===== src/rtl/common_pkg.sv =====
// Shared scalar and machine-word typedefs for the pipeline blocks.
package common;

    typedef logic        u1;
    typedef logic [63:0] u64;

endpackage


===== src/rtl/pipes_pkg.sv =====
// Trap-sequencer types, mcause codes and mstatus field positions, plus the
// mstatus rewrite helpers used on trap entry and on mret.
package pipes;

    import common::*;

    typedef enum logic [1:0] {
        EXCEPTION = 2'd0,
        EXTERNAL  = 2'd1,
        SOFTWARE  = 2'd2,
        TIMER     = 2'd3
    } interrupt_type;

    typedef enum logic [2:0] {
        IDLE        = 3'd0,
        DRAIN       = 3'd1,
        COMMIT      = 3'd2,
        REDIRECT    = 3'd3,
        MRET_COMMIT = 3'd4
    } trap_state_t;

    localparam logic [3:0] CAUSE_EXTERNAL = 4'd11;
    localparam logic [3:0] CAUSE_SOFTWARE = 4'd3;
    localparam logic [3:0] CAUSE_TIMER    = 4'd7;

    localparam int MSTATUS_MIE    = 3;
    localparam int MSTATUS_MPIE   = 7;
    localparam int MSTATUS_MPP_LO = 11;
    localparam int MSTATUS_MPP_HI = 12;

    localparam logic [1:0] PRIV_M              = 2'b11;
    localparam logic [1:0] MTVEC_MODE_VECTORED = 2'b01;

    // Trap entry stacks the interrupt enable and forces M-mode as previous privilege.
    function automatic u64 trap_mstatus(input u64 status);
        u64 result;
        result                               = status;
        result[MSTATUS_MPIE]                 = status[MSTATUS_MIE];
        result[MSTATUS_MIE]                  = 1'b0;
        result[MSTATUS_MPP_HI:MSTATUS_MPP_LO] = PRIV_M;
        return result;
    endfunction

    function automatic u64 mret_mstatus(input u64 status);
        u64 result;
        result                               = status;
        result[MSTATUS_MIE]                  = status[MSTATUS_MPIE];
        result[MSTATUS_MPIE]                 = 1'b1;
        result[MSTATUS_MPP_HI:MSTATUS_MPP_LO] = PRIV_M;
        return result;
    endfunction

endpackage


===== src/rtl/trap_cause_encode.sv =====
// Combinational mcause encoder: interrupts set bit 63 with a fixed code,
// exceptions pass the 4-bit cause code through.
module trap_cause_encode
    import common::*;
    import pipes::*;
(
    input  interrupt_type trap_type_i,
    input  logic [3:0]    ex_code_i,
    output u64            mcause_o
);

    always_comb begin
        mcause_o = '0;
        unique case (trap_type_i)
            EXCEPTION: mcause_o = {60'd0, ex_code_i};
            EXTERNAL:  mcause_o = {1'b1, 59'd0, CAUSE_EXTERNAL};
            SOFTWARE:  mcause_o = {1'b1, 59'd0, CAUSE_SOFTWARE};
            TIMER:     mcause_o = {1'b1, 59'd0, CAUSE_TIMER};
            default:   mcause_o = '0;
        endcase
    end

endmodule


===== src/rtl/trap_sequencer.sv =====
// Machine-mode trap/mret sequencer: drains the pipeline, writes mepc/mcause/mstatus
// and redirects fetch. Define VECTORED_MTVEC_EN to enable vectored interrupt targets.
module trap_sequencer
    import common::*;
    import pipes::*;
(
    input  u1             clk,
    input  u1             reset,
    input  u1             trap_valid,
    input  u64            trap_pc,
    input  interrupt_type trap_type,
    input  logic [3:0]    ex_code,
    input  u1             mret_valid,
    input  u64            mtvec,
    input  u64            mepc_in,
    input  u64            mstatus_in,
    input  u1             fetch_busy,
    input  u1             mem_busy,
    input  u1             redirect_ready,
    output u1             busy,
    output u1             flush,
    output u1             csr_we,
    output u64            mepc_out,
    output u64            mcause_out,
    output u64            mstatus_out,
    output u1             redirect_valid,
    output u64            redirect_pc
);

    trap_state_t   state_q, state_d;
    u64            trap_pc_q, trap_pc_d;
    interrupt_type trap_type_q, trap_type_d;
    logic [3:0]    ex_code_q, ex_code_d;
    u64            redirect_pc_q, redirect_pc_d;
    u64            mcause_w;
    u64            trap_target;

    trap_cause_encode u_cause_encode (
        .trap_type_i (trap_type_q),
        .ex_code_i   (ex_code_q),
        .mcause_o    (mcause_w)
    );

    // Masking rather than slicing keeps the mode bits referenced in either build.
    always_comb begin
        trap_target = mtvec & ~64'd3;
`ifdef VECTORED_MTVEC_EN
        if (mtvec[1:0] == MTVEC_MODE_VECTORED && mcause_w[63]) begin
            trap_target = trap_target + {58'd0, mcause_w[3:0], 2'b00};
        end
`endif
    end

    always_comb begin
        // NOTE: every _d and every output gets a default first, so no branch can infer a latch.
        state_d        = state_q;
        trap_pc_d      = trap_pc_q;
        trap_type_d    = trap_type_q;
        ex_code_d      = ex_code_q;
        redirect_pc_d  = redirect_pc_q;
        busy           = (state_q != IDLE);
        flush          = 1'b0;
        csr_we         = 1'b0;
        mepc_out       = '0;
        mcause_out     = '0;
        mstatus_out    = '0;
        redirect_valid = 1'b0;
        redirect_pc    = '0;

        case (state_q)
            IDLE: begin
                if (trap_valid) begin
                    trap_pc_d   = trap_pc;
                    trap_type_d = trap_type;
                    ex_code_d   = ex_code;
                    state_d     = DRAIN;
                end else if (mret_valid) begin
                    state_d = MRET_COMMIT;
                end
            end
            DRAIN: begin
                flush = 1'b1;
                if (!fetch_busy && !mem_busy) begin
                    state_d = COMMIT;
                end
            end
            COMMIT: begin
                flush         = 1'b1;
                csr_we        = 1'b1;
                mepc_out      = trap_pc_q;
                mcause_out    = mcause_w;
                mstatus_out   = trap_mstatus(mstatus_in);
                redirect_pc_d = trap_target;
                state_d       = REDIRECT;
            end
            MRET_COMMIT: begin
                flush         = 1'b1;
                csr_we        = 1'b1;
                mepc_out      = mepc_in;
                mstatus_out   = mret_mstatus(mstatus_in);
                redirect_pc_d = mepc_in;
                state_d       = REDIRECT;
            end
            REDIRECT: begin
                redirect_valid = 1'b1;
                redirect_pc    = redirect_pc_q;
                if (redirect_ready) begin
                    state_d = IDLE;
                end
            end
            default: begin
                state_d = IDLE;
            end
        endcase
    end

    always_ff @(posedge clk) begin
        // NOTE: state updates use non-blocking assignments; reset is synchronous and clears every latched field.
        if (reset) begin
            state_q       <= IDLE;
            trap_pc_q     <= '0;
            trap_type_q   <= EXCEPTION;
            ex_code_q     <= '0;
            redirect_pc_q <= '0;
        end else begin
            state_q       <= state_d;
            trap_pc_q     <= trap_pc_d;
            trap_type_q   <= trap_type_d;
            ex_code_q     <= ex_code_d;
            redirect_pc_q <= redirect_pc_d;
        end
    end

endmodule


===== config.mk =====
export PLATFORM = sky130hd
export DESIGN_NAME = trap_sequencer
export DESIGN_NICKNAME = d
export VERILOG_FILES = /design/src/rtl/common_pkg.sv /design/src/rtl/pipes_pkg.sv /design/src/rtl/trap_cause_encode.sv /design/src/rtl/trap_sequencer.sv
export SDC_FILE = /design/constraint.sdc
export NUM_CORES = 1
export LEC_CHECK = 0
export CELL_PAD_IN_SITES_DETAIL_PLACEMENT = 1
export CELL_PAD_IN_SITES_GLOBAL_PLACEMENT = 1
export CORE_AREA = 2 2 207 209
export CTS_CLUSTER_SIZE = 40
export DETAILED_ROUTE_END_ITERATION = 12
export DIE_AREA = 0 0 209 211
export GPL_ROUTABILITY_DRIVEN = 0
export PLACE_DENSITY_LB_ADDON = 0.1
export SYNTH_ARGS = -nofsm -noshare
export SYNTH_HDL_FRONTEND = slang
export SYNTH_HIERARCHICAL = 1
export SYNTH_SLANG_ARGS = --single-unit

===== constraint.sdc =====
create_clock -name clk -period 2 [get_ports clk]
set_input_delay 0.4 -clock clk [delete_from_list [all_inputs] [get_ports clk]]
set_output_delay 0.4 -clock clk [all_outputs]
set_load 0.05 [all_outputs]

; Word-level counts from Yosys, hierarchy flattened
; Cells that the tools add are included.
; Widths: inputs -> output; s select.
[totals]
reg_bits = 137
in_bits = 269
out_inout_bits = 260
wordCells = 40
[classes]
n_eq_ne = 10
mux = 14
n_reduce_logical = 11
[op_table]
columns = cell, n
row1 = $pmux 64 s2, 3
row2 = $pmux 64 s4, 1
row3 = $mux 64, 2
row4 = $mux 3, 4
row5 = $pmux 3 s4, 1
row6 = $eq 3x2->1 const B, 2
row7 = $eq 2x2->1 const B, 2
row8 = $ne 2x2->1 const B, 2
row9 = $eq 3x1->1 const B, 1
row10 = $eq 3x3->1 const B, 1
row11 = $logic_not 3->1, 1
row12 = $mux 1, 3
row13 = $ne 3x3->1 const B, 1
row14 = $reduce_and 3->1, 1
row15 = $reduce_bool 3->1, 1
row16 = $reduce_or 3->1, 1
row17 = $eq 2x1->1 const B, 1
row18 = $logic_not 1->1, 2
row19 = $logic_not 2->1, 1
row20 = $reduce_and 2->1, 1
row21 = $reduce_bool 2->1, 1
row22 = $reduce_or 2->1, 1
row23 = $logic_and 1x1->1, 1

; Longest topological paths before layout
[logic_depth]
ltp_word = 4
depth_mapped = 7
ltp_nobuf = 3

; Hierarchy
; Netlist, hierarchy kept.
[modules_own_cells]
columns = mod, instances, cells_per_inst, area_per_inst_um2
row1 = trap_sequencer, 1, 986, 7357.1
row2 = trap_cause_encode, 1, 68, 491.7

; Worst setup path before layout
; No wires, ideal clock.
[synth_path]
path_type = reg2out
from = register state_q[0]
to = output flush
t_arrival_ns = 2.078
slack_ns = -0.478
stages_incl_launch_ff = 6
path_buffers = 3
path_cell_list = dfxtp_1 -> buf_2 -> buf_2 -> clkbuf_1 -> xnor2_1 -> o21ai_0
[synth_via]
elab_chain_cells = 3
elab_cells_between_ends = 5
cone_classes = 3 x eq/ne / 1 x mux / 1 x reduce/logical
[synth_lines]
columns = item, line_no
row1 = from (decl), trap_sequencer.sv:30  ; trap_state_t state_q, state_d;
row2 = from (signal assigned), trap_sequencer.sv:126  ; state_q <= state_d;
row3 = "$eq 3x1->1, or another cell as far along", trap_sequencer.sv:70  ; case (state_q)
row4 = $reduce_or 3->1 (no line) (*), n/a
row5 = $mux 1 (*), trap_sequencer.sv:70
row6 = to (decl), trap_sequencer.sv:21  ; output u1 flush,
; Every way passes the cells marked *; elsewhere a longest branch is shown, timed or not.

; Worst setup path in the final report
[layout_path]
from = register state_q[1]
to = output mepc_out[12]
[layout_via]
elab_chain_cells = 2
elab_cells_between_ends = 3
cone_classes = 2 x eq/ne / 1 x mux
[layout_lines]
columns = item, line_no
row1 = $eq 3x3->1 / $eq 3x2->1 (equally long branches), trap_sequencer.sv:70
row2 = $pmux 64 s2 (*), trap_sequencer.sv:70
row3 = to (decl), trap_sequencer.sv:23  ; output u64 mepc_out,
; Marks and branches as above.

==> results by group <==
Power
  • Switching share of power: 33.5%
  • Max VDD drop: 0.000420 V
  • Pleak: 7.21 nW
  • Overall power of the completed layout: 9.78 mW
  • Combinational Power Share: 35.4%
  • Clk pwr share: 33.3%
  • Internal power: 6.50 mW
  • Seq pwr share: 31.3%
  • PD cells: 548 nW/um^2
  • Sw power: 3.28 mW

CTS
  • Bufs on Longest Clock Path: 2
  • TritonCTS Sinks: 137
  • CTS tree: yes
  • Root buffer cell: clkbuf_16
  • Clk_lat worst skew: 0.43 ns
  • H-tree Lvls: 4
  • Hold_buf cts: 0
  • Inserted Clock Buffers: 17
  • Clk slew on worst S/H paths: 0.07 ns

Detailed routing
  • First DRT Iteration DRCs: 308
  • Routed Wire Length: 47400 um
  • Drt wl/cell: 22.5 um
  • Initial DRT Pass Iterations: 4
  • Via/cell ratio: 4.42
  • Residual DRC: 0
  • Vias: 9320
  • ANT nets after route: 0

STA
  • Hold Slack: 0.432 ns
  • Max Fclk: 0.436 GHz
  • Slew Limit Fails: 0
  • Skew final: 0.0102 ns
  • Final setup margin: -0.292 ns
  • RSZ-0062 raised after global routing: true
  • Final Setup Violations: 201
  • Post-layout min period: 2.29 ns
  • Period utilization: 115%
  • Final Hold Viols: 0

Synth
  • Mapped Avg Cell Area: 7.45 sq um
  • Number of synthesized flops with an enable pin: 0
  • Cells after Synth: 1054
  • Total number of yosys warnings: 6
  • Async S/R FF share, synth: 0%
  • Part of the Yosys area used for sequential elements: 34.9%
  • Synth cell types: 34
  • Synthesized flop and latch total: 137
  • Synth Flop Type: dfxtp_1
  • Cell Area, Synth: 7850 sq um

Finish
  • Multi-input gate area: 5330 sq um
  • Final Net Count: 1824
  • P&R area growth vs syn: 127%
  • Final instance area: 17800 sq um
  • FF/Latch Area: 2750 sq um
  • Layout cell share with drive strength beyond 1: 34.9%
  • Fillers: 4583

Worst setup path
  • Critical path class: register to output port
  • Reg2reg end: redirect_pc_q[33]$_SDFFE_PP0P_
  • Register-to-Register Setup Slack: 0.02 ns
  • Worst r2r path cells: 8
  • Crit-path max FO: 6
  • Reg-to-reg startpoint: state_q[1]$_SDFFE_PP0P_
  • Worst Path Required: 1.60 ns
  • WP data arrival: 1.89 ns
  • CP Launch Type: register
  • Worst Setup End Kind: output port

Place
  • Placed Area: 15100 sq um
  • Placed wire-length estimate: 32300 um
  • PortBufs: 465

Hold path
  • Hold Crit Class: input pin to register
  • Hold path depth: 2
  • Hold Startpoint: reset
  • Worst hold endpoint: trap_pc_q[54]$_SDFFE_PP0P_

GRT
  • GRT Total Usage: 19.3%
  • Number of global-route vias before repair: 9395
  • Total grt overflow: 0
  • Pin count of the biggest net entering global routing: 65
  • Initial antenna violation count: 2
  • Global-route wire length before repair: 63400 um

Die
  • Die extent in y: 211 um
  • Initial Util: 18.8%
  • Row Count: 75
  • Die extent in x: 209 um
  • Die area: 44100 sq um
  • Placeable Area: 41800 sq um
  • IO Pins: 529

Outcome
  • Failing checks: negative setup slack
  • Status: finished, violations left

Run
  • MaxCap Viol Count: 0
[cell usage after synthesis (all sizes together) (3+ instances only)]
library cell / number / area share [%]
a211oi: 62 / 5.9
a21oi: 136 / 8.7
a22o: 62 / 6.9
and2: 126 / 10
and3: 64 / 5.1
buf: 105 / 9.5
clkbuf: 59 / 2.9
dfxtp: 137 / 35
nand2: 211 / 10
nor2: 65 / 3.1
o21ai: 4 / 0.30
or3: 3 / 0.24
[area by class of cell]
class	instances	area share, %
multi-input cells	810	29.9
diodes	2	0.0280
flip-flops and latches	137	15.4
inverters	1	0.0210
repair buffers	588	47.6
clock buffers	19	2.43
well taps	539	3.78
clock inverters	13	0.806
[power by group through the flow]
stage,Sequential [mW],Clock [mW],Combinational [mW]
floorplan,3.06,0,1.49
global placement,3.09,0,2.93
detailed placement,3.10,0,2.95
global route,3.09,3.49,3.66
CTS,3.05,3.37,3.09
finish,3.07,3.26,3.46
[state kept, by name (all words and copies together), names as in the netlist]
register and cells:
ex_code_q 4, redirect_pc_q 64, state_q 3, trap_pc_q 64, trap_type_q 2
[worst max-delay path, stage by stage (launching register included)]
cell	delay (ns)
dfxtp_4	0.37
nor3b_4	0.16
buf_6	0.13
buf_8	0.13
buf_12	0.14
buf_12	0.14
a22o_4	0.25
buf_12	0.14
[worst max path at each step]
stage / endpoint / slack, ns / depth (start not counted) / from
floorplan: mepc_out[44] / -0.004 / 5 / state_q[2]$_SDFFE_PP0P_
global placement: trap_pc_q[1]$_SDFFE_PP0P_ / -0.04 / 7 / trap_valid
detailed placement: trap_pc_q[1]$_SDFFE_PP0P_ / -0.06 / 7 / trap_valid
CTS: mepc_out[37] / -0.31 / 5 / state_q[2]$_SDFFE_PP0P_
global route: mepc_out[12] / -0.35 / 7 / state_q[1]$_SDFFE_PP0P_
finish: mepc_out[12] / -0.29 / 7 / state_q[1]$_SDFFE_PP0P_
[stage by stage]
| step | utilization, % | std cells | setup TNS (ns) | setup WS [ns] |
|---|---|---|---|---|
| 2_1_floorplan | - | 1112 | -0.0168 | -0.00419 |
| 3_3_place_gp | 36.2 | 2000 | -0.490 | -0.0420 |
| 3_5_place_dp | 36.2 | 2000 | -0.550 | -0.0564 |
| 4_1_cts | 39.0 | 2045 | -47.96 | -0.315 |
| 5_1_grt | 42.7 | 2108 | -59.20 | -0.351 |
| 6_report | 42.7 | 2109 | -43.38 | -0.292 |
[metal layers]
layer	share of wire [%]	vias to the layer above	GRT usage, %
met2	55	286	37.4
li1	-	4476	-
met4	0.84	0	3.03
met1	39	4539	21.5
met5	0	-	0
met3	5.3	19	5.04
[logic make-up (layout without fill, tap and decap cells)]
family | after synthesis | count (layout) | share of synthesized area, %
flip-flops | 137 | 137 | 34.9
XOR/XNOR | 2 | 2 | 0.223
AND/OR/NAND/NOR | 481 | 481 | 30.1
AO/OA/AOI/OAI | 268 | 268 | 22.2
buffers and inverters | 165 | 621 | 12.5
other | 1 | 61 | 0.0478
[placed cells by master (no fill, tap or decap), types with 5 or more instances in the layout]
| cell type | n |
|---|---|
| clkdlybuf4s50_1 | 263 |
| buf_12 | 231 |
| nand2_1 | 206 |
| a21oi_1 | 136 |
| dfxtp_1 | 134 |
| and2_4 | 66 |
| nor2_1 | 64 |
| a211oi_1 | 62 |
| and2_1 | 59 |
| conb_1 | 59 |
| a22o_4 | 55 |
| buf_4 | 54 |
| and3_4 | 47 |
| clkbuf_16 | 33 |
| and3_1 | 17 |
| buf_6 | 14 |
| buf_16 | 6 |
| clkinvlp_4 | 5 |
[what timing repair did]
item                                    in CTS  in global routing
buffers inserted                             6                 44
resized for setup                           53                174
endpoints found under the setup margin     202                202
pin swaps                                    3                 80
cloned                                       7                 20
Note: power is estimated with default switching activity, not from simulation.
